File: config.mk
export PLATFORM = sky130hd
export DESIGN_NAME = bsdeser_flat
export DESIGN_NICKNAME = d
export VERILOG_FILES = /design/src/rtl/bsdeser_if.sv /design/src/rtl/bsdeser.sv /design/src/flat_wrapper.sv
export SDC_FILE = /design/constraint.sdc
export NUM_CORES = 1
export LEC_CHECK = 0
export ABC_AREA = 1
export BUFFER_PORTS_ARGS = -buffer_cell sky130_fd_sc_hd__buf_4
export CORE_UTILIZATION = 50
export CTS_CLUSTER_SIZE = 14
export DETAILED_ROUTE_END_ITERATION = 10
export PLACE_DENSITY_LB_ADDON = 0.15
export SYNTH_ARGS = -nofsm -noshare
export SYNTH_HDL_FRONTEND = slang
export SYNTH_SLANG_ARGS = --single-unit
File: constraint.sdc
create_clock -name clk -period 1.4 [get_ports clk]
set_clock_uncertainty 0.15 [all_clocks]
set_input_delay 0.14 -clock clk [delete_from_list [all_inputs] [get_ports clk]]
set_output_delay 0.14 -clock clk [all_outputs]
set_load 0.05 [all_outputs]
File: src/rtl/bsdeser_if.sv
// ============================================================================
// Module      : bsdeser_if
// Description : Serial-in / parallel-out bus bundle for the bsdeser block.
// Revision    : 1.0 - initial release
// ============================================================================
`default_nettype none

interface bsdeser_if #(
  parameter int W = 16
);
  logic         din;
  logic         isync;
  logic [W-1:0] dout;
  logic         dvalid;
  logic         dready;
  logic         ferr;
  logic         overrun;
  logic         clr_ovf;

  modport master (
    output din, isync, dready, clr_ovf,
    input  dout, dvalid, ferr, overrun
  );

  modport slave (
    input  din, isync, dready, clr_ovf,
    output dout, dvalid, ferr, overrun
  );
endinterface

`default_nettype wire

File: src/rtl/bsdeser.sv
// ============================================================================
// Module      : bsdeser
// Description : LSB-first bit-serial to parallel deserializer with a one-entry
//               valid/ready output register, framing-error and overrun flags.
// Revision    : 1.0 - initial release
// ============================================================================
`default_nettype none

module bsdeser #(
  parameter int W = 16
) (
  input  wire logic clk,
  input  wire logic reset,
  bsdeser_if.slave  bus
);
  localparam int             c_CW   = (W > 1) ? $clog2(W) : 1;
  localparam logic [c_CW-1:0] c_LAST = c_CW'(W - 1);
  localparam logic [c_CW-1:0] c_ONE  = c_CW'(1);

  localparam logic [0:0] S_IDLE  = 1'b0;
  localparam logic [0:0] S_SHIFT = 1'b1;

  logic [0:0]      r_state;
  logic [0:0]      w_state_nxt;
  logic [c_CW-1:0] r_cnt;
  logic [W-1:0]    r_sr;
  logic [W-1:0]    r_dout;
  logic            r_dvalid;
  logic            r_ferr;
  logic            r_ovf;

  logic            w_start;
  logic            w_ferr_set;
  logic            w_shift;
  logic            w_last;
  logic [W-1:0]    w_word;

  always_ff @(posedge clk) begin
    if (reset) begin
      r_state <= S_IDLE;
    end else begin
      r_state <= w_state_nxt;
    end
  end

  always_comb begin
    w_state_nxt = r_state;
    case (r_state)
      S_IDLE:  if (bus.isync) w_state_nxt = S_SHIFT;
      S_SHIFT: if (!bus.isync && (r_cnt == c_LAST)) w_state_nxt = S_IDLE;
      default: w_state_nxt = S_IDLE;
    endcase
  end

  // isync always starts a new frame; in SHIFT it also flags the discarded one.
  always_comb begin
    w_start    = bus.isync;
    w_ferr_set = (r_state == S_SHIFT) && bus.isync;
    w_shift    = (r_state == S_SHIFT) && !bus.isync;
    w_last     = w_shift && (r_cnt == c_LAST);
    w_word     = {bus.din, r_sr[W-1:1]};
  end

  always_ff @(posedge clk) begin
    if (reset) begin
      r_cnt    <= '0;
      r_sr     <= '0;
      r_dout   <= '0;
      r_dvalid <= 1'b0;
      r_ferr   <= 1'b0;
      r_ovf    <= 1'b0;
    end else begin
      r_ferr <= w_ferr_set;

      if (w_start) begin
        r_sr  <= {bus.din, {(W-1){1'b0}}};
        r_cnt <= c_ONE;
      end else if (w_shift) begin
        r_sr  <= w_word;
        r_cnt <= w_last ? '0 : r_cnt + c_ONE;
      end

      if (w_last && (!r_dvalid || bus.dready)) begin
        r_dout   <= w_word;
        r_dvalid <= 1'b1;
      end else if (r_dvalid && bus.dready) begin
        r_dvalid <= 1'b0;
      end

      // A fresh drop wins over a clear on the same edge.
      if (w_last && r_dvalid && !bus.dready) begin
        r_ovf <= 1'b1;
      end else if (bus.clr_ovf) begin
        r_ovf <= 1'b0;
      end
    end
  end

  assign bus.dout    = r_dout;
  assign bus.dvalid  = r_dvalid;
  assign bus.ferr    = r_ferr;
  assign bus.overrun = r_ovf;

endmodule

`default_nettype wire

File: src/flat_wrapper.sv
// flat-port wrapper written by rule: the top's interface ports become plain ports
module bsdeser_flat 
#(
  parameter int W = 16
)
  (clk, reset, bus_din, bus_isync, bus_dready, bus_clr_ovf, bus_dout, bus_dvalid, bus_ferr, bus_overrun);
  bsdeser_if #(.W(W)) bus_i ();
  input  wire logic clk;
  input  wire logic reset;
  input wire logic [$bits(bus_i.din)-1:0] bus_din;
  input wire logic [$bits(bus_i.isync)-1:0] bus_isync;
  input wire logic [$bits(bus_i.dready)-1:0] bus_dready;
  input wire logic [$bits(bus_i.clr_ovf)-1:0] bus_clr_ovf;
  output wire logic [$bits(bus_i.dout)-1:0] bus_dout;
  output wire logic [$bits(bus_i.dvalid)-1:0] bus_dvalid;
  output wire logic [$bits(bus_i.ferr)-1:0] bus_ferr;
  output wire logic [$bits(bus_i.overrun)-1:0] bus_overrun;
  assign bus_i.din = bus_din;
  assign bus_i.isync = bus_isync;
  assign bus_i.dready = bus_dready;
  assign bus_i.clr_ovf = bus_clr_ovf;
  assign bus_dout = bus_i.dout;
  assign bus_dvalid = bus_i.dvalid;
  assign bus_ferr = bus_i.ferr;
  assign bus_overrun = bus_i.overrun;
  bsdeser #(.W(W)) u_core (.clk(clk), .reset(reset), .bus(bus_i));
endmodule
# Word level (Yosys, flattened, before mapping)
# Cells that the tools add are included.
# word_totals
output_inout_bits	19
inputBits	6
word_cells	40
reg_bits	40
# op_classes
n_reduce_logical	16
bitwise_logic	1
n_mux	12
n_addsub	1
eq_ne	1
# op_table
cell	n
16-bit two-way mux	2
1-bit logical AND	8
1-bit two-way mux	8
2-bit nonzero test	3
4-bit by 1-bit adder with 4-bit output, second input constant	1
4-bit equality test, second input constant	1
4-bit two-way mux	1
1-bit zero test	3
1-bit one-hot mux with 2 select lines	1
2-bit OR reduction	1
1-bit logical OR	1
1-bit inverter	1

# Logic depth before layout (Yosys ltp)
# Gate-level depths: netlist of the first run.
# logic_depth
depth_word	6
ltp_mapped	8
ltp_nobuf	7

# Worst setup path after synthesis of the first run
# Ideal clock, no wire load.
# synth_path
kind	reg2reg
startpoint	reg u_core.r_dvalid, in the netlist u_core.bus.dvalid
endpoint	reg u_core.r_dout[10], in the netlist u_core.bus.dout[10]
synth_period_minus_slack_ns	1.647
required_ns	1.140
setup_slack_ns	-0.247
setup_ns	0.110
n_path_buf	1
t_arrival_ns	1.387
path_stages_with_launch	7
path_cell_list	dfxtp_1 > nand2_1 > nand3_4 > buf_6 > nand2_2 > inv_2 > nor2_2
# synth_via
elab_chain_len	3
# synth_lines
element	line_no	text
start: declaration	bsdeser.sv:28	logic r_dvalid;
start signal: assignment	bsdeser.sv:69	r_dvalid <= 1'b0;
start signal: assignment	bsdeser.sv:85	r_dvalid <= 1'b1;
start signal: assignment	bsdeser.sv:87	r_dvalid <= 1'b0;
1-bit zero test	bsdeser.sv:83	if (w_last && (!r_dvalid || bus.dready)) begin
1-bit logical OR	bsdeser.sv:83	
1-bit logical AND	bsdeser.sv:83	
end signal: assignment	bsdeser.sv:84	r_dout <= w_word;
end: declaration	bsdeser.sv:27	logic [W-1:0] r_dout;
# Every way passes these cells.
# A chain may end at the register's enable or synchronous reset.

# Worst setup path in the final report of the first run
# layout_path
startpoint	in bus_isync
endpoint	reg u_core.r_sr[1]
# layout_via
elab_chain_len	2
elab_cells_between_ends	3
cone_classes	reduce/logical (3)
# layout_lines
element	line_no	text
start: declaration	flat_wrapper.sv:11	input wire logic [$bits(bus_i.isync)-1:0] bus_isync;
1-bit zero test	bsdeser.sv:59	w_shift = (r_state == S_SHIFT) && !bus.isync;
1-bit logical AND	bsdeser.sv:59	
end signal: assignment	bsdeser.sv:76	r_sr <= {bus.din, {(W-1){1'b0}}};
end signal: assignment	bsdeser.sv:79	r_sr <= w_word;
end: declaration	bsdeser.sv:26	logic [W-1:0] r_sr;
# Parallel ways exist; a longest one is shown, timed or not.

==> flow_metrics.env, run 1 <==
export IMPL_syn_area_per_cell_um2=7.43
export IMPL_setup_viol=0
export IMPL_r2r_slack_ns=0.06
export IMPL_powerDensity_nw_per_um2=891
export IMPL_hold_slack_ns=0.0882
export IMPL_synth_top_area_share=0.453
export IMPL_top_layer="met4"
export IMPL_status="completed"
export IMPL_start_kind="input port"
export IMPL_ys_warn_count=0
export IMPL_die_x_um=60.7
export IMPL_cts_root_buffer="clkbuf_4"
export IMPL_die_h_um=60.7
export IMPL_dr_wl_met3_um=115
export IMPL_ys_ff_latch=39
export IMPL_vias=1527
export IMPL_synth_area_um2=1720
export IMPL_synth_compound_area_frac=0.0827
export IMPL_yosysTopAreaCell="dfxtp_1"
export IMPL_synth_area_leaders="dfxtp_1 45%, inv_1 8.7%, nand2_1 7.4%"
export IMPL_grt_usage=0.235
export IMPL_grt_pass1_wl_mm=6.21
export IMPL_firstDrtPassIters=4
export IMPL_clkLatencyLatePin_ns=0.35
export IMPL_first_global_vias=1352
export IMPL_nNetsFinal=281
export IMPL_pin_count=25
export IMPL_synthXorXnorAreaFrac=0
export IMPL_hold_class="input port to flip-flop"
export IMPL_diodes=0
export IMPL_synthToLayoutAreaGrowth_pct=28.8
export IMPL_hpwl_mm=2.31
export IMPL_path_class="input port to flip-flop"
export IMPL_clkSlewWorstSetupHoldPaths_ns=0.11
export IMPL_utilization=0.704
export IMPL_drive_gt1_frac=0.335
export IMPL_finalWirelength_mm=3.77
export IMPL_synthDistinctLibCells=22
export IMPL_synth_edf_count=0
export IMPL_critPathLaunch="bus_isync"
export IMPL_numCtsBuffers=5
export IMPL_fin_crit_sh=0.968
export IMPL_synth_top_family_by_area="simple AND/OR/NAND/NOR gates"
export IMPL_htree_levels=2
export IMPL_post_drt_wl_per_cell_um=11.8
export IMPL_synth_fa_ha_area_frac=0.00726
export IMPL_leakagePower_nw=0.970
export IMPL_cts_tree="built"
export IMPL_yosysSeqAreaShare=0.453
export IMPL_drt_iter0_drc=45
export IMPL_muxShareOfSynthArea=0
export IMPL_min_period_ns=1.35
export IMPL_fp_dieArea_um2=3690
export IMPL_synthCells=232
export IMPL_netlist_top_cells_count="40 x inv_1, 39 x dfxtp_1, 34 x nand2_1, 27 x nor2_1, 16 x nand4_1"
export IMPL_port_buffers=24
export IMPL_num_rows=20
export IMPL_synth_most_common_cell="inv_1"
export IMPL_cts_sinks=39
export IMPL_grt_max_degree=19
export IMPL_nFillCells=275
export IMPL_ant_nets=0
export IMPL_crit_end="u_core.r_sr[1]$_SDFFE_PP0P_"
export IMPL_worstMarginPinSlew_ns=0.278
export IMPL_path_max_fanout=17
export IMPL_cts_path_max_buffers=2
export IMPL_drv_cap=0
export IMPL_instances_no_fill=319
export IMPL_critPathRequiredTime_ns=1.51
export IMPL_core_area_um2=3150
export IMPL_async_reset_ff_frac=0
export IMPL_r2r_end="u_core.bus.dout[10]$_SDFFE_PP0P_"
export IMPL_antenna_found_initial=0
export IMPL_rr_startpoint="u_core.r_cnt[1]$_SDFFE_PP0P_"
export IMPL_syn_nets=239
export IMPL_maxSlewViolCount=0
export IMPL_reg2reg_depth=7
export IMPL_hold_viol_final=0
export IMPL_wl_met1_mm=1.75
export IMPL_dp_cells=303
export IMPL_place_congestion=0.719
export IMPL_start_util=0.547
export IMPL_fmax_mhz=738
export IMPL_rsz0062_at_grt="true"
export IMPL_viasPerCell=4.79
export IMPL_drc=0
export IMPL_relSlewSlack=0.814
export IMPL_arrival_ns=1.46
export IMPL_ir_drop_v=0.000646
export IMPL_met2_length_mm=1.82
export IMPL_endpoint_kind="flip-flop"
export IMPL_overflow=0
export IMPL_synthSimpleGateAreaFrac=0.307
export IMPL_synthFlopType="dfxtp_1"
## routing by layer
layer	vias up	track usage
met5	-	0
met4	0	0.0974
met3	8	0.0640
met2	27	0.385
met1	691	0.293
li1	801	-
## repair_timing
item / 4_1_cts / 5_1_grt
endpoints found under the hold margin: 6 / 0
hold buffers: 5 / 0
gates resized for setup: 5 / 6
cloned: 2 / 0
endpoints found under the setup margin: 17 / 19
pin swaps: 2 / 4
setup buffers: 1 / 0
## registers in the layout, indices dropped and copies added, names as in the netlist
register and cells:
u_core.r_cnt 4, u_core.bus.ferr 1, u_core.r_state 1, u_core.bus.overrun 1, u_core.bus.dout 16, u_core.r_sr 15
u_core.bus.dvalid 1
## stage by stage
stage	setup TNS [ns]	setup slack [ns]	total power, W	area, µm²
after floorplan	0	0.0271	0.00126	1730
after global placement	-0.0308	-0.0143	0.00132	2040
after detailed placement	-0.519	-0.0686	0.00132	2040
after CTS	-0.00104	-0.000587	0.00199	2200
after global routing	-0.184	-0.0438	0.00206	2220
final	0	0.0452	0.00198	2220
## cells in the final DEF, fill, tap and decap left out
cell type       n
nor2_4          1
nand3_4         2
dfxtp_2         4
nor3_1          3
a21oi_1         5
nor2_2          9
nand3_2         1
inv_2          15
nand2_1        32
nand3_1         3
clkbuf_4        5
nor3b_1         1
inv_4           1
ha_4            1
dfxtp_1        35
nand4_1        16
nand2_2        12
nor2_8          1
o21ai_1         1
a211oi_1       15
buf_12          2
clkinv_1        1
buf_4          34
inv_1          38
dlygate4sd3_1   5
clkbuf_8        2
nor2_1         27
buf_6           2
clkbuf_1        1
## cell type report
class / instances / area, µm² / share of cell area
clock buffer: 8 / 68.8 / 0.0310
inverter: 55 / 209 / 0.0941
tap: 44 / 55.1 / 0.0248
timing repair buffer: 43 / 368 / 0.166
sequential: 39 / 786 / 0.354
multi-input combinational: 130 / 734 / 0.331
## worst max-delay path, cell delays in order
cell,delay [ns]
buf_4,0.13
dlygate4sd3_1,0.59
inv_2,0.10
nand2_1,0.05
buf_4,0.19
a211oi_1,0.25
## cell families (layout without fill, tap and decap cells)
| logic type | Yosys count | in the layout |
|---|---|---|
| flops | 39 | 39 |
| buf+inv | 65 | 106 |
| fa+ha+maj | 1 | 1 |
| simple gates | 106 | 108 |
| compound gates | 21 | 21 |
## report_power, final
part           switching (W)  leakage [nW]  internal, W  total, W
Clock               0.000365        0.0386     0.000296  0.000661
Sequential         0.0000125         0.318      0.00113   0.00114
Combinational       0.000105         0.614    0.0000716  0.000176
## worst min-delay path by stage
stage / startpoint / endpoint / slack [ns] / depth (start not counted)
2_1_floorplan: reset / u_core.bus.dvalid$_SDFFE_PP0P_ / 0.05 / 1
3_3_place_gp: reset / u_core.bus.dvalid$_SDFFE_PP0P_ / 0.20 / 2
3_5_place_dp: reset / u_core.bus.dvalid$_SDFFE_PP0P_ / 0.20 / 2
4_1_cts: bus_dready / u_core.bus.dvalid$_SDFFE_PP0P_ / 0.08 / 4
5_1_grt: bus_isync / u_core.bus.dvalid$_SDFFE_PP0P_ / 0.11 / 4
6_report: bus_dready / u_core.bus.dvalid$_SDFFE_PP0P_ / 0.09 / 4
Power figures use the tool's default switching activity.
==> run 2: changes to the inputs <==
--- a/config.mk
+++ b/config.mk
@@ -7,10 +7,12 @@
 export LEC_CHECK = 0
 export ABC_AREA = 1
 export BUFFER_PORTS_ARGS = -buffer_cell sky130_fd_sc_hd__buf_4
+export CORE_ASPECT_RATIO = 0.9
 export CORE_UTILIZATION = 50
 export CTS_CLUSTER_SIZE = 14
 export DETAILED_ROUTE_END_ITERATION = 10
 export PLACE_DENSITY_LB_ADDON = 0.15
+export SETUP_SLACK_MARGIN = 0.3
 export SYNTH_ARGS = -nofsm -noshare
 export SYNTH_HDL_FRONTEND = slang
 export SYNTH_SLANG_ARGS = --single-unit
==> run 2 against run 1 <==
Register-to-register slack better by 0.02 ns. Sequential share of layout area is 2.5 points lower. Via count is 3.2% higher. Non-clock buffer count is 4 higher. Wire length is 3.6% higher. Clock power is 16% higher. Highest routed layer unchanged. Maximum frequency is 2.4% higher. Sequential cell count stayed put.
==> flow_metrics.env, run 2 (synthesized netlist as in run 1, its figures left out) <==
export IMPL_drt_iter0_drc=66
export IMPL_post_drt_wl_per_cell_um=12.3
export IMPL_finalSetupTns_ns=0
export IMPL_largest_reg_flops=16
export IMPL_synthToLayoutAreaGrowth_pct=43.4
export IMPL_nFillCells=229
export IMPL_p_int_w=0.00160
export IMPL_finalWirelength_mm=3.90
export IMPL_die_h_um=57.7
export IMPL_hold_slack_ns=0.0253
export IMPL_maxSlewViolCount=0
export IMPL_r2r_end="u_core.bus.dout[11]$_SDFFE_PP0P_"
export IMPL_die_x_um=63.9
export IMPL_grt_usage=0.214
export IMPL_critPathLaunch="u_core.r_cnt[0]$_SDFFE_PP0P_"
export IMPL_clkLatencyLatePin_ns=0.29
export IMPL_pwr_share_comb=0.099
export IMPL_pin_count=25
export IMPL_min_period_ns=1.32
export IMPL_port_buffers=24
export IMPL_first_global_vias=1383
export IMPL_fp_dieArea_um2=3690
export IMPL_hpwl_mm=2.27
export IMPL_worstMarginPinSlew_ns=0.267
export IMPL_ant_nets=0
export IMPL_utilization=0.782
export IMPL_path_max_fanout=7
export IMPL_hold_viol_final=0
export IMPL_fmax_mhz=756
export IMPL_cts_sinks=39
export IMPL_drv_cap=0
export IMPL_hold_start="bus_isync"
export IMPL_antenna_found_initial=0
export IMPL_ir_drop_v=0.000769
export IMPL_relSlewSlack=0.822
export IMPL_fin_crit_sh=0.945
export IMPL_endpoint_kind="flip-flop"
export IMPL_clkSlewWorstSetupHoldPaths_ns=0.07
export IMPL_vias=1576
export IMPL_arrival_ns=1.36
export IMPL_cts_root_buffer="clkbuf_8"
export IMPL_setup_viol=0
export IMPL_numCtsBuffers=5
export IMPL_place_congestion=0.735
export IMPL_drive_gt1_frac=0.475
export IMPL_r2r_slack_ns=0.08
export IMPL_rr_startpoint="u_core.r_cnt[0]$_SDFFE_PP0P_"
export IMPL_core_area_um2=3160
export IMPL_seqCellArea_um2=813
export IMPL_hold_class="input port to flip-flop"
export IMPL_grt_pass1_wl_mm=5.98
export IMPL_dp_cells=300
export IMPL_start_kind="flip-flop"
export IMPL_status="completed"
export IMPL_rsz0062_at_grt="true"
export IMPL_nNetsFinal=283
export IMPL_switching_share=0.246
export IMPL_multi_input_area_um2=817
export IMPL_firstDrtPassIters=4
export IMPL_p_sw_w=0.000521
export IMPL_hold_depth=3
export IMPL_leakagePower_nw=1.06
export IMPL_powerDensity_nw_per_um2=856
export IMPL_cts_path_max_buffers=2
export IMPL_mostFrequentLayoutCells="39 x inv_1, 31 x nand2_1, 25 x nor2_1"
export IMPL_instances_no_fill=318
export IMPL_htree_levels=2
export IMPL_mostFrequentLayoutCell="inv_1"
export IMPL_clockPowerShare=0.362
export IMPL_hold_end="u_core.r_state$_SDFF_PP0_"
export IMPL_start_util=0.545
export IMPL_viasPerCell=4.96
export IMPL_cts_tree="built"
export IMPL_totalPowerFinal_w=0.00212
export IMPL_pwr_share_seq=0.539
export IMPL_diodes=0
export IMPL_drc=0
export IMPL_critPathRequiredTime_ns=1.44
export IMPL_path_class="flip-flop to flip-flop"
export IMPL_overflow=0
export IMPL_grt_max_degree=19
export IMPL_num_rows=19
export IMPL_reg2reg_depth=7
## run 2: power by group through the flow
| stage | combinational [W] | clock (W) | sequential (W) |
|---|---|---|---|
| final | 0.000209 | 0.000766 | 0.00114 |
| after global routing | 0.000226 | 0.000841 | 0.00114 |
| after CTS | 0.000166 | 0.000783 | 0.00114 |
| after detailed placement | 0.000152 | 0 | 0.00117 |
| after global placement | 0.000150 | 0 | 0.00117 |
| after floorplan | 0.0000985 | 0 | 0.00117 |
## run 2: routing by layer
layer  track usage  vias to the layer above  part of all wire
met5             0                        -                 0
met4         0.107                        0             0.013
met3        0.0472                        5             0.044
met2         0.345                       39              0.48
met1         0.273                      735              0.46
li1              -                      797                 -
## run 2: layout make-up
class / instances / area share
Clock buffer: 6 / 0.0334
Clock inverter: 1 / 0.00202
Inverter: 55 / 0.0855
Multi-Input combinational cell: 128 / 0.330
Sequential cell: 39 / 0.329
Tap cell: 42 / 0.0213
Timing Repair Buffer: 47 / 0.198
## run 2: worst max-delay path, cell delays in order, from the launching register on
cell and delay, ns:
dfxtp_2 0.36, ha_4 0.16, inv_4 0.04, nor2_8 0.12
buf_4 0.17, nand4_1 0.09, nand2_1 0.09, nor2_2 0.04
## run 2: worst max-delay path by stage
stage	to	slack, ns	cells after the start
after floorplan	u_core.bus.dout[10]$_SDFFE_PP0P_	0.11	8
after global placement	u_core.bus.dout[15]$_SDFFE_PP0P_	0.03	7
after detailed placement	u_core.bus.dout[15]$_SDFFE_PP0P_	-0.007	7
after CTS	u_core.bus.dout[15]$_SDFFE_PP0P_	0.10	8
after global routing	u_core.bus.dout[4]$_SDFFE_PP0P_	0.02	8
final	u_core.bus.dout[11]$_SDFFE_PP0P_	0.08	7
## run 2: what timing repair did
| action | CTS | global route |
|---|---|---|
| gates resized for setup | 33 | 38 |
| hold endpoints to repair | 5 | 0 |
| endpoints found under the setup margin | 54 | 52 |
| buffers inserted | 4 | 4 |
| hold buffers | 3 | 0 |
| pin swaps | 3 | 4 |
## run 2: per-stage QoR
| stage | instance area [µm²] | worst slack, ns |
|---|---|---|
| 6_report | 2470 | 0.0770 |
| 5_1_grt | 2470 | 0.0154 |
| 3_3_place_gp | 2040 | 0.0297 |
| 2_1_floorplan | 1780 | 0.110 |
| 4_1_cts | 2300 | 0.103 |
| 3_5_place_dp | 2040 | -0.00658 |
